[src/rtl/lcd_bus_receiver.sv]
// Passive HD44780-style LCD bus snooper: synchronizes the bus, qualifies e strobes,
// and mirrors DDRAM writes into a 32-entry character buffer with command decode.
module lcd_bus_receiver #(
  parameter int SYNC_STAGES = 2,
  parameter int E_MIN_HIGH  = 2
) (
  input  logic       clk,
  input  logic       rst,
  input  logic       lcd_rs,
  input  logic       lcd_rw,
  input  logic       lcd_e,
  input  logic [7:0] lcd_data,
  input  logic [4:0] rd_addr,
  output logic [7:0] rd_char,
  output logic [4:0] cursor,
  output logic       wr_valid,
  output logic [4:0] wr_addr,
  output logic [7:0] wr_data,
  output logic       cmd_valid,
  output logic [7:0] cmd_code,
  output logic       disp_on,
  output logic       busy,
  output logic       err
);

  localparam int            CW      = 8;
  localparam logic [CW-1:0] CNT_MAX = '1;
  localparam logic [CW-1:0] E_MIN   = CW'(E_MIN_HIGH);
  localparam logic [7:0]    BLANK   = 8'h20;

  // Sync word layout: {rs, rw, e, data[7:0]}
  logic [10:0]   sync_q [SYNC_STAGES];
  logic [10:0]   sync_d [SYNC_STAGES];
  logic [CW-1:0] cnt_q, cnt_d;
  logic          rs_l_q, rs_l_d, rw_l_q, rw_l_d;
  logic [7:0]    data_l_q, data_l_d;
  logic [7:0]    mem_q [32];
  logic [7:0]    mem_d [32];
  logic [7:0]    rd_char_q, rd_char_d;
  logic [4:0]    cursor_q, cursor_d;
  logic          wr_valid_q, wr_valid_d;
  logic [4:0]    wr_addr_q, wr_addr_d;
  logic [7:0]    wr_data_q, wr_data_d;
  logic          cmd_valid_q, cmd_valid_d;
  logic [7:0]    cmd_code_q, cmd_code_d;
  logic          disp_on_q, disp_on_d;
  logic          busy_q, busy_d;
  logic          err_q, err_d;
  logic          id_q, id_d;
  logic          cgram_q, cgram_d;
  logic [4:0]    clr_idx_q, clr_idx_d;
  logic          e_s, acc;

  assign e_s = sync_q[SYNC_STAGES-1][8];
  // Falling edge of a qualified pulse: cnt is nonzero only if e was high last cycle.
  assign acc = !e_s && (cnt_q != '0) && (cnt_q >= E_MIN);

  always_comb begin
    sync_d[0] = {lcd_rs, lcd_rw, lcd_e, lcd_data};
    for (int i = 1; i < SYNC_STAGES; i++) sync_d[i] = sync_q[i-1];
  end

  always_comb begin
    cnt_d    = '0;
    rs_l_d   = rs_l_q;
    rw_l_d   = rw_l_q;
    data_l_d = data_l_q;
    if (e_s) begin
      cnt_d    = (cnt_q == CNT_MAX) ? cnt_q : cnt_q + 8'd1;
      rs_l_d   = sync_q[SYNC_STAGES-1][10];
      rw_l_d   = sync_q[SYNC_STAGES-1][9];
      data_l_d = sync_q[SYNC_STAGES-1][7:0];
    end
  end

  always_comb begin
    mem_d       = mem_q;
    rd_char_d   = mem_q[rd_addr];
    cursor_d    = cursor_q;
    wr_valid_d  = 1'b0;
    wr_addr_d   = wr_addr_q;
    wr_data_d   = wr_data_q;
    cmd_valid_d = 1'b0;
    cmd_code_d  = cmd_code_q;
    disp_on_d   = disp_on_q;
    busy_d      = busy_q;
    err_d       = err_q;
    id_d        = id_q;
    cgram_d     = cgram_q;
    clr_idx_d   = clr_idx_q;

    if (busy_q) begin
      mem_d[clr_idx_q] = BLANK;
      if (clr_idx_q == 5'd31) begin
        busy_d    = 1'b0;
        cursor_d  = 5'd0;
        id_d      = 1'b1;
        clr_idx_d = 5'd0;
      end else begin
        clr_idx_d = clr_idx_q + 5'd1;
      end
    end

    if (acc) begin
      if (busy_q || rw_l_q) begin
        err_d = 1'b1;
      end else if (rs_l_q) begin
        if (!cgram_q) begin
          mem_d[cursor_q] = data_l_q;
          wr_valid_d      = 1'b1;
          wr_addr_d       = cursor_q;
          wr_data_d       = data_l_q;
          cursor_d        = id_q ? cursor_q + 5'd1 : cursor_q - 5'd1;
        end
      end else begin
        cmd_valid_d = 1'b1;
        cmd_code_d  = data_l_q;
        // Decoded by the most significant set bit.
        casez (data_l_q)
          8'b1???????: begin
            cgram_d = 1'b0;
            if (data_l_q[6:4] == 3'b000)      cursor_d = {1'b0, data_l_q[3:0]};
            else if (data_l_q[6:4] == 3'b100) cursor_d = {1'b1, data_l_q[3:0]};
            else                              err_d    = 1'b1;
          end
          8'b01??????: cgram_d   = 1'b1;
          8'b00001???: disp_on_d = data_l_q[2];
          8'b000001??: id_d      = data_l_q[1];
          8'b0000001?: cursor_d  = 5'd0;
          8'b00000001: begin
            busy_d    = 1'b1;
            clr_idx_d = 5'd0;
          end
          default: ;
        endcase
      end
    end
  end

  always_ff @(posedge clk or negedge rst) begin
    if (!rst) begin
      for (int i = 0; i < SYNC_STAGES; i++) sync_q[i] <= '0;
      for (int i = 0; i < 32; i++) mem_q[i] <= BLANK;
      cnt_q       <= '0;
      rs_l_q      <= 1'b0;
      rw_l_q      <= 1'b0;
      data_l_q    <= 8'h00;
      rd_char_q   <= BLANK;
      cursor_q    <= 5'd0;
      wr_valid_q  <= 1'b0;
      wr_addr_q   <= 5'd0;
      wr_data_q   <= 8'h00;
      cmd_valid_q <= 1'b0;
      cmd_code_q  <= 8'h00;
      disp_on_q   <= 1'b0;
      busy_q      <= 1'b0;
      err_q       <= 1'b0;
      id_q        <= 1'b1;
      cgram_q     <= 1'b0;
      clr_idx_q   <= 5'd0;
    end else begin
      sync_q      <= sync_d;
      mem_q       <= mem_d;
      cnt_q       <= cnt_d;
      rs_l_q      <= rs_l_d;
      rw_l_q      <= rw_l_d;
      data_l_q    <= data_l_d;
      rd_char_q   <= rd_char_d;
      cursor_q    <= cursor_d;
      wr_valid_q  <= wr_valid_d;
      wr_addr_q   <= wr_addr_d;
      wr_data_q   <= wr_data_d;
      cmd_valid_q <= cmd_valid_d;
      cmd_code_q  <= cmd_code_d;
      disp_on_q   <= disp_on_d;
      busy_q      <= busy_d;
      err_q       <= err_d;
      id_q        <= id_d;
      cgram_q     <= cgram_d;
      clr_idx_q   <= clr_idx_d;
    end
  end

  assign rd_char   = rd_char_q;
  assign cursor    = cursor_q;
  assign wr_valid  = wr_valid_q;
  assign wr_addr   = wr_addr_q;
  assign wr_data   = wr_data_q;
  assign cmd_valid = cmd_valid_q;
  assign cmd_code  = cmd_code_q;
  assign disp_on   = disp_on_q;
  assign busy      = busy_q;
  assign err       = err_q;

endmodule

[config.mk]
export PLATFORM = sky130hd
export DESIGN_NAME = lcd_bus_receiver
export DESIGN_NICKNAME = d
export VERILOG_FILES = /design/src/rtl/lcd_bus_receiver.sv
export SDC_FILE = /design/constraint.sdc
export NUM_CORES = 1
export LEC_CHECK = 0
export CELL_PAD_IN_SITES_DETAIL_PLACEMENT = 0
export CELL_PAD_IN_SITES_GLOBAL_PLACEMENT = 1
export CORE_MARGIN = 2
export CORE_UTILIZATION = 45
export CTS_CLUSTER_DIAMETER = 100
export DETAILED_ROUTE_END_ITERATION = 10
export PLACE_DENSITY_LB_ADDON = 0.1
export SYNTH_ARGS = -nofsm -noshare
export SYNTH_HDL_FRONTEND = slang
export SYNTH_SLANG_ARGS = --single-unit
export TNS_END_PERCENT = 10
[constraint.sdc]
create_clock -name clk -period 2.66 [get_ports clk]
set_input_delay 0.665 -clock clk [delete_from_list [all_inputs] [get_ports clk]]
set_output_delay 0.665 -clock clk [all_outputs]
set_load 0.03 [all_outputs]
==> results_dict.tcl <==
set metrics [dict create \
    outcome "complete, no violations" \
    fillCellCount 3052 \
    ctsResizeCount 0 \
    io_buffers 56 \
    grt_max_degree 67 \
    slew_violations 0 \
    synth_fp_nets 1453 \
    grt_pass1_wl_microns 75600 \
    via_count 11700 \
    die_h_microns 191 \
    wl_per_cell_microns 25.1 \
    fin_cells 1976 \
    ys_async_sr_fraction 1.00 \
    relSlewSlack 0.165 \
    diodes 0 \
    drt_wl_total_microns 49600 \
    drv_cap 0 \
    fin_crit_sh 0.970 \
    clock-sinks 342 \
    grt_use_total 0.281 \
    holdWs_ns 0.0762 \
    power_per_cell_area_nw_per_um2 781 \
    start_util 0.457 \
    cts_setup_buffers 0 \
    worstPathMaxFanout 11 \
    fin_crit_ns 2.58 \
    ys_warn_count 0 \
    seq_area_frac_synth 0.545 \
    fin_nets 1522 \
    syn-cell-area_sq_um 15800 \
    cts_hold_buf 0 \
    place_ws_ns -0.0245 \
    numCtsBuffers 38 \
    syn_avg_cell_area_sq_um 11.1 \
    max_stage_delay_ns 0.76 \
    required_ns 2.00 \
    cts_tree "built" \
    synth_most_common_cell "dfrtp_1" \
    drtIter0Drc 1010 \
    crit_arrival_ns 1.91 \
    synth_top_cell_by_area "dfrtp_1" \
    grt_pass1_vias 11700 \
    netlist_top_cells_count "dfrtp_1 (308), o21ai_0 (230), nand2_1 (184), nand3_1 (168), mux4_2 (80)" \
    root_buffer "clkbuf_16" \
    worst_slack_ns 0.0810 \
    path_class "reg -> out" \
    clk_pin_slew_ns 0.06 \
    leakagePower_nw 7.87 \
    finalClockSkew_ns 0.0221 \
    area_growth_pct 17.4 \
    slowest_stage "clkdlybuf4s50_1" \
    rows 68 \
    dp_cells 1907 \
    clk_path_buf_depth 3 \
    drc_errors 0 \
    ys_types 61 \
    antenna_found_initial 0 \
    dieWidth_microns 191 \
    coreArea_sq_um 34500 \
    clk_latency_ns 0.54 \
    ant_nets 0 \
    die_area_sq_um 36600 \
    pin_count 57 \
    synth_top_area_frac 0.489 \
    drive_gt1_frac 0.208 \
    hp-class "in -> async" \
    max_freq_mhz 388 \
    synth-main-ff-cell "dfrtp_1" \
    hpwl_microns 34400 \
    overflow 0 \
    crit_chain "clkdlybuf4s50_1" \
    vdd_drop_max_uv 561 \
    drt_first_pass_iters 5 \
    rsz0062_at_grt "false" \
    setup_tns_ns 0 \
    critPathBufInv 1 \
    worst_pin_slew_ns 1.25 \
    synth-seq-cells 342 \
    htreeDepth 2 \
    startpoint_type "flip-flop" \
    synth_area_leaders "dfrtp_1 (49%), mux4_2 (11%), o21ai_0 (7.3%)" \
    hold_viol 0 \
    cp_top_family "buffers and inverters" \
    routabilityCongestion 0.877 \
    synth_cells 1423 \
    vias_per_cell 5.94 \
    finalSetupViolCount 0 \
    endpoint_kind "output pin" \
    synth_edf_count 0 \
]
## through the flow
stage           util  cell area, sq um  total power [mW]
3_3_place_gp   0.499             17200              9.04
4_1_cts        0.536             18500              14.6
5_1_grt        0.536             18500              15.1
6_report       0.536             18500              14.5
3_5_place_dp   0.499             17200              9.08
2_1_floorplan      -             15800              7.83
## routing by layer
metal	track usage	vias to the layer above	wire length (microns)
li1	-	5276	-
met5	0	-	0
met4	0.0988	0	1690
met2	0.442	413	23000
met3	0.0532	100	3300
met1	0.393	5943	21600
## kinds of logic after synthesis
family	after synthesis	share of synthesized area
xor+xnor	5	0.00278
fa+ha+maj	12	0.00999
simple gates	498	0.154
flops	342	0.545
buf+inv	136	0.0372
compound gates	311	0.106
mux	119	0.145
## sequential cells by signal, summed over array words and instances (netlist names)
signal,cells
disp_on,1
clr_idx_q,5
cmd_code,8
cgram_q,1
e_s,1
mem_q,256
wr_addr,5
rs_l_q,1
rd_char,8
id_q,1
data_l_q,8
wr_valid,1
rw_l_q,1
wr_data,8
sync_d,11
cursor,5
busy,1
cnt_q,8
cmd_valid,1
sync_q,10
err,1
## worst reg2reg max path, cell delays in order (launching register included)
cell	delay, ns
dfrtp_1	0.40
inv_1	0.08
ha_1	0.19
o21ba_2	0.27
o31a_1	0.14
buf_4	0.31
nand4_2	0.48
nand3_1	0.22
o21ai_0	0.11
## where the power goes
group / switching, mW / internal [mW] / total [mW]
sequential: 0.452 / 5.76 / 6.21
combinational: 1.62 / 1.17 / 2.79
clock: 2.14 / 3.31 / 5.45
## final timing paths
kind,startpoint,endpoint,slack (ns),cells after the start
worst max-delay path,cursor[2],cursor[2],0.08,1
worst min-delay path,rst,mem_q[118],0.08,1
worst max register to register,cnt_q[0],mem_q[59],0.29,8
worst min register to register,sync_d[3],sync_q[3],0.35,0
max in group asynchronous,rst,mem_q[221],1.81,2
min in group clk,sync_d[3],sync_q[3],0.35,0
## final cells by class
| type | instances | area (sq um) | share of cell area |
|---|---|---|---|
| clock buffer | 60 | 1130 | 0.0613 |
| clock inverter | 9 | 149 | 0.00804 |
| inverter | 33 | 124 | 0.00669 |
| sequential | 342 | 8600 | 0.465 |
| tap | 455 | 569 | 0.0307 |
| multi-input combinational | 945 | 6630 | 0.358 |
| timing repair buffer | 132 | 1300 | 0.0704 |
## cells in the final DEF, fill, tap and decap left out, types with 12 or more instances in the layout
| master | instances |
|---|---|
| nand4_1 | 17 |
| nand2_1 | 184 |
| inv_1 | 31 |
| mux4_2 | 80 |
| clkbuf_16 | 39 |
| mux2_4 | 13 |
| buf_4 | 63 |
| dfstp_2 | 34 |
| clkbuf_1 | 13 |
| nor2_1 | 45 |
| nand4_2 | 12 |
| dfrtp_1 | 308 |
| clkdlybuf4s50_1 | 53 |
| nand3_1 | 168 |
| mux2_2 | 21 |
| a31oi_1 | 22 |
| o21ai_0 | 230 |
| a21oi_1 | 29 |
| buf_12 | 14 |
(Power assumes the default switching activity.)
